[src/rtl/div_pkg.sv]
// Shared types and default widths for the sequential restoring divider.
package div_pkg;
  localparam int DW    = 16;
  localparam int VW    = 8;
  localparam int CNT_W = $clog2(DW);

  typedef enum logic [1:0] {
    IDLE = 2'd0,
    CALC = 2'd1,
    DONE = 2'd2
  } state_t;
endpackage

[src/rtl/div_step.sv]
// One combinational restoring-division step: shift in the next dividend bit,
// subtract the divisor when it fits and report that as the quotient bit.
module div_step
  import div_pkg::*;
(
  input  logic [VW-1:0] rem_i,
  input  logic          msb_i,
  input  logic [VW-1:0] divisor_i,
  output logic [VW-1:0] rem_o,
  output logic          qbit_o
);
  logic [VW:0] trial;

  // rem_i < divisor, so trial < 2*divisor and the difference fits in VW bits
  always_comb begin
    trial  = {rem_i, msb_i};
    qbit_o = (trial >= {1'b0, divisor_i});
    rem_o  = qbit_o ? VW'(trial - {1'b0, divisor_i}) : trial[VW-1:0];
  end
endmodule

[src/rtl/div16x8_seq.sv]
// Sequential unsigned 16/8 restoring divider, one quotient bit per clock,
// valid/ready on both sides; divide-by-zero answers in one cycle.
module div16x8_seq
  import div_pkg::*;
(
  input  logic          clk,
  input  logic          rst_n,
  input  logic          in_valid,
  output logic          in_ready,
  input  logic [DW-1:0] dividend,
  input  logic [VW-1:0] divisor,
  output logic          out_valid,
  input  logic          out_ready,
  output logic [DW-1:0] quotient,
  output logic [VW-1:0] remainder,
  output logic          div_by_zero
);
  localparam logic [CNT_W-1:0] LAST_STEP = CNT_W'(DW - 1);

  state_t           state_q, state_d;
  logic [DW-1:0]    dvd_q, dvd_d;
  logic [VW-1:0]    rem_q, rem_d;
  logic [VW-1:0]    dvs_q, dvs_d;
  logic [CNT_W-1:0] cnt_q, cnt_d;
  logic             dbz_q, dbz_d;
  logic             accept;
  logic [VW-1:0]    step_rem;
  logic             step_qbit;

  assign accept = in_valid && (state_q == IDLE);

  div_step u_step (
    .rem_i     (rem_q),
    .msb_i     (dvd_q[DW-1]),
    .divisor_i (dvs_q),
    .rem_o     (step_rem),
    .qbit_o    (step_qbit)
  );

  always_ff @(posedge clk) begin
    if (!rst_n) begin
      state_q <= IDLE;
    end else begin
      state_q <= state_d;
    end
  end

  always_comb begin
    state_d = state_q;
    case (state_q)
      IDLE: if (accept) state_d = (divisor == '0) ? DONE : CALC;
      CALC: if (cnt_q == LAST_STEP) state_d = DONE;
      DONE: if (out_ready) state_d = IDLE;
      default: state_d = IDLE;
    endcase
  end

  always_comb begin
    in_ready  = (state_q == IDLE);
    out_valid = (state_q == DONE);
  end

  // Dividend register doubles as the quotient: quotient bits enter at the LSB
  // as dividend bits leave at the MSB.
  always_comb begin
    dvd_d = dvd_q;
    rem_d = rem_q;
    dvs_d = dvs_q;
    cnt_d = cnt_q;
    dbz_d = dbz_q;
    if (accept) begin
      dvs_d = divisor;
      cnt_d = '0;
      if (divisor == '0) begin
        dvd_d = '1;
        rem_d = dividend[VW-1:0];
        dbz_d = 1'b1;
      end else begin
        dvd_d = dividend;
        rem_d = '0;
        dbz_d = 1'b0;
      end
    end else if (state_q == CALC) begin
      dvd_d = {dvd_q[DW-2:0], step_qbit};
      rem_d = step_rem;
      cnt_d = cnt_q + 1'b1;
    end
  end

  always_ff @(posedge clk) begin
    if (!rst_n) begin
      dvd_q <= '0;
      rem_q <= '0;
      dvs_q <= '0;
      cnt_q <= '0;
      dbz_q <= 1'b0;
    end else begin
      dvd_q <= dvd_d;
      rem_q <= rem_d;
      dvs_q <= dvs_d;
      cnt_q <= cnt_d;
      dbz_q <= dbz_d;
    end
  end

  assign quotient    = dvd_q;
  assign remainder   = rem_q;
  assign div_by_zero = dbz_q;
endmodule
[config.mk]
export PLATFORM = sky130hd
export DESIGN_NAME = div16x8_seq
export DESIGN_NICKNAME = d
export VERILOG_FILES = /design/src/rtl/div_pkg.sv /design/src/rtl/div_step.sv /design/src/rtl/div16x8_seq.sv
export SDC_FILE = /design/constraint.sdc
export NUM_CORES = 1
export LEC_CHECK = 0
export BUFFER_PORTS_ARGS = -buffer_cell sky130_fd_sc_hd__buf_2
export CORE_AREA = 2 2 90 92
export DETAILED_ROUTE_END_ITERATION = 7
export DIE_AREA = 0 0 92 94
export PLACE_DENSITY_LB_ADDON = 0.08
export RECOVER_POWER = 100
export SYNTH_ARGS = -nofsm -noshare
export SYNTH_HDL_FRONTEND = slang
export SYNTH_HIERARCHICAL = 1
export SYNTH_SLANG_ARGS = --single-unit
[constraint.sdc]
create_clock -name clk -period 2.2 [get_ports clk]
set_input_delay 0.22 -clock clk [delete_from_list [all_inputs] [get_ports clk]]
set_output_delay 0.22 -clock clk [all_outputs]
set_load 0.03 [all_outputs]
Word level (Yosys, flattened, before mapping). Cells that the tools add are included. W data, S select, Z words.

Register bits: 39. Bits in read-only memories: 0. Logic and storage cells: 35. Bits in latches: 0. RAM bits: 0. Memories: 0. Input port bits: 28.

Multipliers: 0. Equality and inequality tests: 6. Multiplexer cells: 13. Reduce and logical (&&, ||, !) cells: 6. Add/subtract/negate cells: 2. Shifts and indexed selects: 0. Order comparisons: 1. Divide/modulo/power cells: 0. Bitwise logic cells: 1.

Operators with widths (count): $mux W16 (3); $mux W8 (4); $ge A9 B8 Y1 (1); $logic_not A8 Y1 (1); $mux W2 (4); $sub A8 B8 Y8 (1); $pmux W2 S3 (1); $add A4 B1 Y4 const B (1); $eq A4 B4 Y1 const B (1); $ne A2 B1 Y1 const B (2); $reduce_and A3 Y1 (1); $eq A2 B1 Y1 const B (1); $eq A2 B2 Y1 const B (1); $logic_not A2 Y1 (1); $ne A2 B2 Y1 const B (1); $reduce_bool A2 Y1 (1); $reduce_or A2 Y1 (1); $logic_and A1 B1 Y1 (1); $mux W1 (1); $not A1 Y1 (1).

Longest topological paths before layout.
Word-level depth: 4. Depth in mapped cells: 11. Mapped depth without buffers: 11.

Hierarchy. Netlist, hierarchy kept.

By module, submodules not included: div16x8_seq (seq. area each 780.7 um^2, cells an instance 203, times used 1, area an instance 1730.4 um^2); div_step (seq. area each 0.0 um^2, cells an instance 69, times used 1, area an instance 520.5 um^2).

Least setup slack after synthesis. No wires, ideal clock.

Path kind: reg2reg. From: register dvd_q[15], in the netlist quotient[15]. To: register rem_q[6], in the netlist remainder[6]. Setup slack: -341 ps. Arrival time: 2419 ps. Cell stages (with the launch flop): 12. Data required time: 2078 ps. Buffers on the path: 0. Period minus slack after synthesis: 2541 ps. Cells stage by stage: dfxtp_1 > inv_1 > ha_1 > fa_1 > nor2b_1 > o31a_1 > nor4_1 > a311o_1 > mux2_2 > o21ai_0 > a2bb2o_1 > a21oi_1.

Word-level cells in the longest chain between the ends: 4. Elaborated cells on any way between the ends: 5. Classes of those cells: add/sub (1); order compare (1); mux (3).

RTL lines: start: declaration (line div16x8_seq.sv:21) `logic [DW-1:0] dvd_q, dvd_d;`; start signal: assignment (line div16x8_seq.sv:98) `dvd_q <= dvd_d;`; $sub A8 B8 Y8 / $ge A9 B8 Y1 (equally long branches) (line div_step.sv:18, div_step.sv:17); $mux W8 (*) (line div_step.sv:18) `rem_o = qbit_o ? VW'(trial - {1'b0, divisor_i}) : trial[VW-1:0];`; named net step_rem[6] (line div16x8_seq.sv:27) `logic [VW-1:0] step_rem;`; $mux W8 (*) (line div16x8_seq.sv:83) `end else if (state_q == CALC) begin`; $mux W8 (*) (line div16x8_seq.sv:71) `if (accept) begin`; end signal: assignment (line div16x8_seq.sv:99) `rem_q <= rem_d;`; end: declaration (line div16x8_seq.sv:22) `logic [VW-1:0] rem_q, rem_d;`.

Mark *: on every way through the listed nets, which the timed path passes. The rest lies on a longest branch. The select of a mux whose other input is x is not followed. A chain may end at the register's enable or synchronous reset.

Final worst setup path. Ends and elaborated chain as after synthesis.

==> results.yml <==
layout:
  layout.cells.most_common_list: "buf_4 (33), dfxtp_1 (32), clkbuf_1 (29)"
  filler_cell_count: 835
  layout_stage_area_growth_over_the_synthesis_result_pct: 37.2
  antenna_diodes: 0
  final_layout_size_suffix_gt1_frac: 0.312
  finalNetCount: 393
  final_common_cell: "buf_4"
timing:
  worst_slew_pin_slew_ps: 873
  finalHoldViolations: 0
  timing.fmax_mhz: 437
  final_sum_of_negative_setup_slack_ps: -123
  clock-skew-final_ps: 6.45
  timing.final.crit_period_ps: 2290
  normalized_max_slew_margin: 0.415
  holdWs_ps: 153
  setup_ws_post_layout_ps: -86.8
  setup_viol_count_final: 2
  slew_viol_final: 0
  final.period_utilization: 1.04
  rsz0062_at_grt: "yes"
synth:
  post_synthesis_average_cell_area_sq_um: 8.28
  number_of_synthesized_flops_with_an_enable_pin: 0
  ys_seq_area_frac: 0.347
  mappedNetlistArea_sq_um: 2250
  post_synth_inst_count: 272
  post_synth_num_cell_types: 49
  synth-main-ff-cell: "dfxtp_1"
  synth.ff_latch_count: 39
  synth_nets: 310
  yosys_warnings: 6
  postSynth.asyncResetShare: 0
pwr:
  report.power.total_mw: 2.54
  power.density_nw_per_um2: 822
  vdd.ir_drop.worst_mv: 0.272
  power.leakage_nw: 1.26
clock_tree:
  clk_slew_on_worst_s_h_paths_ps: 80
  cts_max_path_buffers: 2
  htree_num_levels: 2
  worstSkewPairLatency_ps: 290
  tritoncts.num_buffers: 5
  cts_tree: "yes"
  cts_hold_buffers: 0
  tritoncts_num_sinks: 39
  clock_tree.root_cell: "clkbuf_8"
worst_setup_path:
  reg2reg_depth: 11
  cp_data_arrival_time_ps: 2460
  worstSetupStartpoint: "quotient[15]$_SDFFE_PN0P_"
  r2r-end: "remainder[6]$_SDFFE_PN0P_"
  setup.worst_path.class: "register to register"
  critical_path.startpoint_type: "register"
  worst_reg2reg_path_startpoint: "quotient[15]$_SDFFE_PN0P_"
  worst_ep_required_time_ps: 2370
  endpoint_kind: "register"
  worst-path-max-fanout: 3
  reg2reg_slack_ps: -90
run_status:
  outcome: "finished with violations"
  failed_checks: "setup timing"
routing:
  vias: 2249
  average_wire_per_standard_cell_um: 14.8
  drc_errors: 0
  detailedRoute.firstPassIterationCount: 4
  initialDrtViolationCount: 74
  wl_mm: 6.78
  detail_route.vias_per_cell: 4.91
  antenna_left: 0
worst_hold_path:
  min_delay_worst_endpoint: "quotient[9]$_SDFFE_PN0P_"
  holdCritStartpoint: "dividend[9]"
  min_path_cells: 3
  holdCritPathClass: "input pin to register"
place:
  dp_hpwl_mm: 5.04
  port_buffers: 54
  routabilityCongestion: 0.898
  pre_cts_slack_ps: -140
floorplanning:
  die-area_sq_um: 8650
  boundaryPins: 55
  core_region_area_sq_um: 7610
  row_count: 32
  floorplan.initialDensity: 0.296
  die_w_um: 92
  chipHeight_um: 94
grt:
  grtUsageTotal: 0.159
  grt_pass1_vias: 2138
  global_route.overflow_total: 0
  grt_start_max_net_pins: 42
  grt_first_pass_wirelength_mm: 10.8
  grt_antenna_before_repair: 0
job:
  cap_viol_max_count: 0
metrics by stage:
step	instances	instance area (sq um)	utilization
finish	458	3090	0.406
global route	458	3090	0.406
CTS	454	3020	0.397
detailed placement	442	2830	0.372
global placement	442	2830	0.372
floorplan	272	2300	-
worst max path at each step:
stage	to
after global routing	remainder[6]$_SDFFE_PN0P_
after detailed placement	remainder[6]$_SDFFE_PN0P_
after floorplan	remainder[6]$_SDFFE_PN0P_
after global placement	remainder[6]$_SDFFE_PN0P_
final	remainder[6]$_SDFFE_PN0P_
after CTS	remainder[6]$_SDFFE_PN0P_
repair_timing:
item,4_1_cts,5_1_grt
setup endpoints to repair,8,8
resized for setup,11,18
buffers inserted,4,4
cloned,0,0
pin swaps,13,18
Yosys cell counts, types with 2 or more instances:
library cell,count,share of area
clkbuf_1,8,0.013
buf_2,4,0.0089
a21oi_2,3,0.012
dfxtp_1,39,0.35
o21a_1,2,0.0067
mux2i_1,5,0.022
nor3_1,4,0.0089
ha_1,9,0.050
o22ai_1,9,0.025
nor2b_1,4,0.011
mux2_2,5,0.025
nand2_1,28,0.047
buf_4,2,0.0067
xnor2_1,2,0.0078
a221oi_1,6,0.023
o221ai_1,9,0.035
a21oi_1,25,0.056
and2_1,3,0.0083
or2b_1,4,0.013
a21boi_0,8,0.027
o21ai_0,23,0.051
nand3_1,4,0.0089
and3_1,2,0.0056
nor2_1,15,0.025
a21o_1,3,0.010
inv_1,23,0.038
cell families after synthesis:
| logic type | synth area share |
|---|---|
| AO/OA/AOI/OAI | 0.301 |
| adder cells (fa/ha/maj) | 0.0589 |
| buffers and inverters | 0.0723 |
| multiplexers | 0.0472 |
| XOR/XNOR | 0.0117 |
| flip-flops | 0.347 |
| AND/OR/NAND/NOR | 0.162 |
worst max-delay path, stage by stage (launching register included):
cell	delay (ps)
dfxtp_4	360
inv_4	40
ha_4	150
fa_2	340
nor2b_2	130
o31a_1	190
nor4_1	60
a311o_1	320
mux2_2	280
o21ai_1	100
a2bb2o_1	140
a21oi_1	60
routing by layer:
metal  vias to the layer above  global-route usage  wire (um)  part of all wire
met5                         -                   0          0                 0
met4                         0              0.0448         38            0.0056
met3                         2              0.0257        192             0.028
met2                        31               0.267       3290              0.49
met1                      1065               0.211       3260              0.48
li1                       1151                   -          -                 -
registers in the layout, indices dropped and copies added, names as in the netlist:
signal	cells
dvs_q	8
remainder	8
div_by_zero	1
state_q	2
quotient	16
cnt_q	4
layout make-up:
class / instances / area (sq um) / share of cell area
multi-input combinational: 195 / 1450 / 0.468
clock buffer: 8 / 101 / 0.0328
tap: 102 / 128 / 0.0413
timing repair buffer: 91 / 529 / 0.171
inverter: 23 / 88.8 / 0.0288
sequential: 39 / 795 / 0.257
where the power goes:
part           internal [mW]  switching [mW]  total, mW  leakage, nW
sequential             0.775          0.0605      0.835        0.324
clock                  0.294           0.253      0.547       0.0506
combinational          0.570           0.585       1.16        0.890
total                   1.64           0.898       2.54         1.26
Power figures use the tool's default switching activity.
